File: config.mk
export PLATFORM = sky130hd
export DESIGN_NAME = wrr_grant_capture_buf_flat
export DESIGN_NICKNAME = d
export VERILOG_FILES = /design/src/rtl/wrr_grant_capture_buf_if.sv /design/src/rtl/wrr_grant_capture_buf.sv /design/src/flat_wrapper.sv
export SDC_FILE = /design/constraint.sdc
export NUM_CORES = 1
export LEC_CHECK = 0
export ABC_AREA = 1
export BUFFER_PORTS_ARGS = -buffer_cell sky130_fd_sc_hd__buf_2
export CORE_AREA = 2 2 225 227
export CTS_CLUSTER_DIAMETER = 40
export DETAILED_ROUTE_END_ITERATION = 8
export DIE_AREA = 0 0 227 229
export GPL_TIMING_DRIVEN = 0
export PLACE_DENSITY_LB_ADDON = 0.08
export SKIP_CTS_REPAIR_TIMING = 1
export SYNTH_ARGS = -nofsm -noshare
export SYNTH_HDL_FRONTEND = slang
export SYNTH_SLANG_ARGS = --single-unit
File: constraint.sdc
create_clock -name clk -period 4.1 [get_ports clk]
set_input_delay 0.205 -clock clk [delete_from_list [all_inputs] [get_ports clk]]
set_output_delay 0.205 -clock clk [all_outputs]
set_load 0.01 [all_outputs]
File: src/rtl/wrr_grant_capture_buf_if.sv
// ---------------------------------------------------------------------------
// wrr_grant_capture_buf_if
//   Bundles the signals between the WRR arbiter / requesters / consumer and
//   the grant capture buffer.
//
//   Handshake rule for the consumer side (valid/ready):
//     out_valid is asserted by the buffer whenever an entry is held. While
//     out_valid=1 and out_ready=0, out_data and out_src are held stable. A
//     transfer (pop) happens on a rising clk edge where out_valid=1 and
//     out_ready=1. out_valid does not depend combinationally on out_ready.
//
//   Signals
//     gnt        one-hot (or zero) grant from the arbiter
//     src_data   per-requester payloads, requester i at [i*DW +: DW]
//     out_valid  FIFO head valid
//     out_ready  consumer accepts head
//     out_data   head payload
//     out_src    head requester index
//     count      current FIFO occupancy
//     stall      requesters must deassert req
//     err_ovf    sticky: grant dropped because FIFO full
//     err_multi  sticky: multi-hot grant seen
//     err_clr    clears both sticky errors
//
//   Modports
//     slave   : the capture buffer
//     master  : the environment (arbiter, requesters, consumer)
// ---------------------------------------------------------------------------
interface wrr_grant_capture_buf_if #(
  parameter int N  = 16,
  parameter int DW = 32,
  parameter int IW = 4,
  parameter int CW = 3
);
  logic [N-1:0]    gnt;
  logic [N*DW-1:0] src_data;
  logic            out_valid;
  logic            out_ready;
  logic [DW-1:0]   out_data;
  logic [IW-1:0]   out_src;
  logic [CW-1:0]   count;
  logic            stall;
  logic            err_ovf;
  logic            err_multi;
  logic            err_clr;

  modport slave (
    input  gnt, src_data, out_ready, err_clr,
    output out_valid, out_data, out_src, count, stall, err_ovf, err_multi
  );

  modport master (
    output gnt, src_data, out_ready, err_clr,
    input  out_valid, out_data, out_src, count, stall, err_ovf, err_multi
  );
endinterface

File: src/rtl/wrr_grant_capture_buf.sv
// ---------------------------------------------------------------------------
// wrr_grant_capture_buf
//   Downstream stage of the 16-way weighted round-robin arbiter. Captures the
//   payload and index of the granted requester into a small FIFO, presents
//   the FIFO head on a valid/ready interface, drives a stall back to the
//   requesters, and keeps sticky protocol error flags.
//
//   Ports
//     clk    in   clock, all logic on rising edge
//     rst_n  in   synchronous active-low reset
//     bus    slave modport of wrr_grant_capture_buf_if (gnt, src_data,
//            out_valid/out_ready/out_data/out_src, count, stall,
//            err_ovf, err_multi, err_clr)
//
//   Valid/ready: see wrr_grant_capture_buf_if. There is no bypass path; an
//   entry captured at edge t is visible after edge t.
// ---------------------------------------------------------------------------
module wrr_grant_capture_buf #(
  parameter int N     = 16,
  parameter int DW    = 32,
  parameter int DEPTH = 4,
  parameter int IW    = $clog2(N),
  parameter int CW    = $clog2(DEPTH) + 1
) (
  input logic                      clk,
  input logic                      rst_n,
  wrr_grant_capture_buf_if.slave   bus
);

  localparam int PW = $clog2(DEPTH);
  localparam logic [CW-1:0] FULL_CNT  = CW'(DEPTH);
  localparam logic [CW-1:0] STALL_CNT = CW'(DEPTH - 2);

  // Storage
  logic [DW-1:0] mem_data [DEPTH];
  logic [IW-1:0] mem_src  [DEPTH];
  logic [PW-1:0] wr_ptr;
  logic [PW-1:0] rd_ptr;
  logic [CW-1:0] count_q;
  logic          stall_q;
  logic          err_ovf_q;
  logic          err_multi_q;

  // Datapath / control
  logic          push;
  logic          pop;
  logic          accept;
  logic          ovf_evt;
  logic          multi_evt;
  logic [IW-1:0] grant_idx;
  logic [DW-1:0] grant_data;
  logic [CW-1:0] count_next;
  logic          head_valid;

  // Lowest set bit wins; scanning from the top lets lower bits overwrite.
  always_comb begin
    grant_idx = '0;
    for (int i = N - 1; i >= 0; i--) begin
      if (bus.gnt[i]) grant_idx = IW'(i);
    end
  end

  assign grant_data = bus.src_data[grant_idx*DW +: DW];

  // More than one bit set: clearing the lowest set bit leaves something.
  assign multi_evt  = (bus.gnt & (bus.gnt - N'(1))) != '0;

  assign head_valid = (count_q != '0);
  assign push       = |bus.gnt;
  assign pop        = head_valid & bus.out_ready;
  // When full, a simultaneous pop frees the slot the push needs.
  assign accept     = push & ((count_q < FULL_CNT) | pop);
  assign ovf_evt    = push & ~accept;

  always_comb begin
    count_next = count_q;
    if (accept && !pop)      count_next = count_q + CW'(1);
    else if (pop && !accept) count_next = count_q - CW'(1);
  end

  // Pointers and occupancy
  always_ff @(posedge clk) begin
    if (!rst_n) begin
      wr_ptr  <= '0;
      rd_ptr  <= '0;
      count_q <= '0;
      stall_q <= 1'b0;
    end else begin
      if (accept) wr_ptr <= wr_ptr + PW'(1);
      if (pop)    rd_ptr <= rd_ptr + PW'(1);
      count_q <= count_next;
      // Two entries of slack cover the arbiter's registered grant plus
      // the request-to-grant delay.
      stall_q <= (count_next >= STALL_CNT);
    end
  end

  // Entry storage needs no reset: it is only observed while count != 0.
  always_ff @(posedge clk) begin
    if (accept) begin
      mem_data[wr_ptr] <= grant_data;
      mem_src[wr_ptr]  <= grant_idx;
    end
  end

  // Sticky errors; a new event in the err_clr cycle keeps the flag set.
  always_ff @(posedge clk) begin
    if (!rst_n) begin
      err_ovf_q   <= 1'b0;
      err_multi_q <= 1'b0;
    end else begin
      err_ovf_q   <= ovf_evt   | (err_ovf_q   & ~bus.err_clr);
      err_multi_q <= multi_evt | (err_multi_q & ~bus.err_clr);
    end
  end

  // Head outputs are forced to zero when empty so reset leaves all outputs 0.
  assign bus.out_valid = head_valid;
  assign bus.out_data  = head_valid ? mem_data[rd_ptr] : '0;
  assign bus.out_src   = head_valid ? mem_src[rd_ptr]  : '0;
  assign bus.count     = count_q;
  assign bus.stall     = stall_q;
  assign bus.err_ovf   = err_ovf_q;
  assign bus.err_multi = err_multi_q;

endmodule
File: src/flat_wrapper.sv
// flat-port wrapper written by rule: the top's interface ports become plain ports
module wrr_grant_capture_buf_flat 
#(
  parameter int N     = 16,
  parameter int DW    = 32,
  parameter int DEPTH = 4,
  parameter int IW    = $clog2(N),
  parameter int CW    = $clog2(DEPTH) + 1
)
  (clk, rst_n, bus_gnt, bus_src_data, bus_out_ready, bus_err_clr, bus_out_valid, bus_out_data, bus_out_src, bus_count, bus_stall, bus_err_ovf, bus_err_multi);
  wrr_grant_capture_buf_if #(.N(N), .DW(DW), .IW(IW), .CW(CW)) bus_i ();
  input logic clk;
  input logic rst_n;
  input wire logic [$bits(bus_i.gnt)-1:0] bus_gnt;
  input wire logic [$bits(bus_i.src_data)-1:0] bus_src_data;
  input wire logic [$bits(bus_i.out_ready)-1:0] bus_out_ready;
  input wire logic [$bits(bus_i.err_clr)-1:0] bus_err_clr;
  output wire logic [$bits(bus_i.out_valid)-1:0] bus_out_valid;
  output wire logic [$bits(bus_i.out_data)-1:0] bus_out_data;
  output wire logic [$bits(bus_i.out_src)-1:0] bus_out_src;
  output wire logic [$bits(bus_i.count)-1:0] bus_count;
  output wire logic [$bits(bus_i.stall)-1:0] bus_stall;
  output wire logic [$bits(bus_i.err_ovf)-1:0] bus_err_ovf;
  output wire logic [$bits(bus_i.err_multi)-1:0] bus_err_multi;
  assign bus_i.gnt = bus_gnt;
  assign bus_i.src_data = bus_src_data;
  assign bus_i.out_ready = bus_out_ready;
  assign bus_i.err_clr = bus_err_clr;
  assign bus_out_valid = bus_i.out_valid;
  assign bus_out_data = bus_i.out_data;
  assign bus_out_src = bus_i.out_src;
  assign bus_count = bus_i.count;
  assign bus_stall = bus_i.stall;
  assign bus_err_ovf = bus_i.err_ovf;
  assign bus_err_multi = bus_i.err_multi;
  wrr_grant_capture_buf #(.N(N), .DW(DW), .DEPTH(DEPTH), .IW(IW), .CW(CW)) u_core (.clk(clk), .rst_n(rst_n), .bus(bus_i));
endmodule
[After elaboration in Yosys (flattened, before gate mapping)]
Memory sizes are Yosys's and may differ from the RTL's. A register that Yosys moved wholly into a read port is not among the register bits.
Index checks and enable logic that the tools add are counted.
Word-level totals
  register bits: 10
  bits in writable memories: 144
  input bits: 532
  output and inout bits: 43
  logic and storage cells: 60
  memories: 2
Memories
  u_core.mem_data: words 4, width 32, rd ports 1, clocked after memory_dff 1, write ports 1, line wrr_grant_capture_buf.sv:35  | logic [DW-1:0] mem_data [DEPTH];
  u_core.mem_src: words 4, width 4, rd ports 1, clocked after memory_dff 1, write ports 1, line wrr_grant_capture_buf.sv:36  | logic [IW-1:0] mem_src [DEPTH];
Operators by class
  add/subtract/negate cells: 5
  $lt $le $gt $ge: 2
  shift operators: 1
  muxes and demuxes: 26
  bitwise logic cells: 11
  reduce and logical (&&, ||, !) cells: 7
Operators with widths (count)
  $shiftx 512x10->32: 1
  $mux 4: 17
  $mux 32: 1
  $and 16x16->16: 1
  $reduce_bool 16->1: 1
  $reduce_or 16->1: 1
  $sub 16x1->16 const B: 1
  $mux 2: 4
  $mux 3: 2
  $and 1x1->1: 5
  $add 2x1->2 const B: 2
  $add 3x1->3 const B: 1
  $ge 3x2->1 const B: 1
  $lt 3x3->1 const B: 1
  $or 1x1->1: 3
  $reduce_bool 3->1: 1
  $sub 3x1->3 const B: 1
  $logic_and 1x1->1: 2
  $logic_not 1->1: 2
  $mux 1: 2
  $not 1->1: 2

[Longest topological paths before layout]
  depth in word-level cells: 17
  gate-level depth with buffers: 22
  gate-level depth less buffers: 20

[Worst setup path before layout]
No wires, ideal clock.
  path kind: register to register
  from: register u_core.count_q[0] (netlist: u_core.bus.count[0])
  to: memory u_core.mem_data[0][0], enable pin
  setup time: 0.429 ns
  arrival time: 2.789 ns
  required time: 3.671 ns
  path slack: 0.882 ns
  cell stages (with the launch flop): 8
  path buffers: 0
  period minus slack after synthesis: 3.218 ns
  path through: dfxtp_1 > inv_1 > ha_1 > nand2_1 > nand2_1 > inv_1 > o21ai_1 > nor2_1
Between the ends
  word-level cells in the longest chain between the ends: 6
  elaborated cells on any way between the ends: 7
  those cells by class: order compare: 1; mux: 2; bitwise: 3; reduce/logical: 1
Ends and longest elaborated chain
  start, declared: line wrr_grant_capture_buf.sv:39  | logic [CW-1:0] count_q;
  start signal, assigned: line wrr_grant_capture_buf.sv:91  | count_q <= count_next;
  $reduce_bool 3->1: line wrr_grant_capture_buf.sv:68  | assign head_valid = (count_q != '0);
  net bus_out_valid: line flat_wrapper.sv:18  | output wire logic [$bits(bus_i.out_valid)-1:0] bus_out_valid;
  $and 1x1->1: line wrr_grant_capture_buf.sv:70  | assign pop = head_valid & bus.out_ready;
  $or 1x1->1: line wrr_grant_capture_buf.sv:72  | assign accept = push & ((count_q < FULL_CNT) | pop);
  $and 1x1->1: line wrr_grant_capture_buf.sv:72
  $mux 1: line wrr_grant_capture_buf.sv:100  | if (accept) begin
  $mux 1 (not written as such): line wrr_grant_capture_buf.sv:101  | mem_data[wr_ptr] <= grant_data;
  end, declared: line wrr_grant_capture_buf.sv:35
The timed path passes the listed nets, and every way through them passes these cells.

==> summary.md <==
| Metric | Value |
|---|---|
| Outcome | finished, final reports clean |
| Internal | 4100 uW |
| Unrepaired setup endpoints after global routing | false |
| Worst-Margin Slew | 974 ps |
| Final min period | 3310 ps |
| Register bit count reported by yosys | 156 |
| Via count | 16,774 |
| Drt first pass iters | 5 |
| Critical Path AT | 3110 ps |
| CTS clock-pin slew for the worst setup and hold paths | 60 ps |
| H-tree levels | 4 |
| Worst Skew | 12.3 ps |
| Die width | 227 microns |
| VDD IR max | 0.249 mV |
| Switching Share | 39.8% |
| Fmax | 302 MHz |
| Synthesized area per cell | 6.48 sq um |
| Total clock sinks | 156 |
| Setup CP Type | reg -> out |
| DP Area | 17,400 sq um |
| Number of global-route vias before repair | 16,381 |
| Relative slew slack | 34.6% |
| CTS Buffer Depth | 2 |
| Largest net degree at the start of global routing | 26 |
| CTS tree | yes |
| Seq pwr share | 32.5% |
| EDFF count, synth | 144 |
| Slew Limit Fails | 0 |
| CP Max Fanout | 10 |
| Final Hold Vio Count | 0 |
| Pre-CTS setup slack | 874 ps |
| # nets final | 3,229 |
| Final setup fails | 0 |
| Part of the cycle the worst path needs | 80.8% |
| Final RePlAce weighted congestion | 0.958 |
| Syn Std Cell Area | 13,600 sq um |
| Setup ws final | 785 ps |
| Maxcap violations | 0 |
| Cell variety after synth | 27 |
| WP data required | 3890 ps |
| Hold crit path type | in -> reg |
| Seq/Total Area, Yosys | 33.7% |
| Layout cells sized above 1 | 25.3% |
| Initial core utilization | 27.3% |
| YS warnings | 0 |
| Ys flop type | edfxtp_1 |
| Overflow after GRT | 0 |
| Async SR Flop Fraction | 0% |
| Avg WL per Cell | 23.4 microns |
| CP endpoint kind | output port |
| IO Pins | 575 |
| Finished layout cell area | 18,000 sq um |
| Switching Power | 2710 uW |
| Post-DP HPWL | 66,100 microns |
| 1st-iter DRT viols | 1,323 |
| Clock power share | 24.6% |
| Buffers on Ports | 574 |
| Area grow syn2layout | 33.0% |
| Final antenna-violating net count | 0 |
| Worst-Skew Late Latency | 430 ps |
| # rows | 82 |
| Combinational power share | 42.9% |
| Clock root buffer | clkbuf_16 |
| Pleak | 0.00952 uW |
| Post-Syn Nets | 2,632 |
| Final Routed Wirelength | 79,400 microns |
| DRC violations left | 0 |
| Pwr/cell area | 378 nW/um^2 |
| Clock buffer count from CTS | 17 |
| Pwr Total | 6810 uW |
| Cells after Synth | 2,093 |
| DIE AREA | 52,000 sq um |
| Drt via density | 4.95 |
| First-pass GRT wire length | 110,000 microns |
| Initial antenna violation count | 21 |
| Core Region | 49,700 sq um |
| GRT Total Usage | 29.8% |
| Die H | 229 microns |
| Crit path launch type | flop |
==> cell usage in the layout, fill, tap and decap left out, drive strengths merged <==
cell type and n:
clkinv 8, nor2 166, a21boi 1, mux2i 1, nand3b 128, nand2 325
a21oi 45, diode 12, clkinvlp 1, ha 7, xor2 2, dfxtp 12
nand4 2, bufinv 4, buf 663, o21ai 86, nor3 1, edfxtp 144
o2111ai 1, inv 432, a211oi 1, clkbuf 89, nand3 582, a221oi 1
==> power groups by stage <==
stage,registers (uW),logic [uW],clock network (uW)
2_1_floorplan,2250,1490,0
3_3_place_gp,2280,2850,0
3_5_place_dp,2250,2940,0
4_1_cts,2220,2950,1690
5_1_grt,2240,3190,1760
6_report,2210,2920,1680
==> through the flow <==
step / hold WS [ps] / cells / TNS [ps] / utilization (%)
global route: 91.7 / 3384 / 0 / 36.3
finish: 86.3 / 3386 / 0 / 36.3
global placement: 457 / 3339 / -80640 / 34.8
floorplan: 316 / 2093 / 0 / -
CTS: 77.6 / 3374 / 0 / 36.2
detailed placement: 465 / 3343 / 0 / 35.0
==> Yosys cell counts (17+ instances only) <==
cell type,number,share of area [%]
nand3_1,582,21
inv_1,426,12
nand2_1,323,8.9
nor2_1,166,4.6
edfxtp_1,144,32
nand3b_1,128,7.1
o21ai_0,85,3.1
clkbuf_1,71,2.0
a21oi_1,45,1.7
buf_2,40,1.5
buf_6,23,1.9
buf_1,17,0.47
==> routing by layer <==
metal | up-vias | share of wire [%] | track usage (%)
li1 | 7930 | - | -
met1 | 8044 | 40 | 37.2
met2 | 686 | 51 | 53.3
met3 | 106 | 5.7 | 3.18
met4 | 8 | 3.1 | 9.42
met5 | - | 0.059 | 0
==> path summary, 6_finish.rpt <==
path,from,endpoint,slack (ps),cells after the start
worst max-delay path,flop,bus_out_data[24],790,7
worst min-delay path,rst_n,u_core.wr_ptr[0],90,3
worst max register to register,u_core.bus.count[0],u_core.mem_data[3][20],1500,8
worst min register to register,u_core.rd_ptr[0],u_core.rd_ptr[0],480,1
==> logic make-up (layout without fill, tap and decap cells) <==
logic type,after synthesis,in the layout,synth area share (%)
AO/OA/AOI/OAI,135,135,5.08
XOR/XNOR,2,2,0.129
adder cells (fa/ha/maj),7,7,0.646
buffers and inverters,588,1197,18.1
flip-flops,156,156,33.7
multiplexers,1,1,0.0738
other,0,12,0
AND/OR/NAND/NOR,1204,1204,42.3
==> final cells by class <==
class                           instances  area, sq um
Fill cell                            5612        31600
Multi-Input combinational cell       1349         6570
Sequential cell                       156         4560
Timing Repair Buffer                  578         2950
Inverter                              432         1620
Tap cell                              672          841
Buffer                                156          827
Clock buffer                           18          429
Clock inverter                         13          191
Antenna cell                           12         30.0
==> critical path: stages (launching register included) <==
cell and delay [ps]:
dfxtp_1 300, clkbuf_1 560, clkinv_1 560, clkbuf_1 390, nor2_1 160, o21ai_0 100, a21oi_1 390, buf_2 210
==> state kept, by name, summed over array words and instances, names as in the netlist, named ones only <==
name                  flops
u_core.mem_data         128
u_core.mem_src           16
u_core.bus.stall          1
u_core.wr_ptr             2
u_core.rd_ptr             2
u_core.bus.err_multi      1
u_core.bus.err_ovf        1
u_core.bus.count          3
Note: power is estimated with default switching activity, not from simulation.
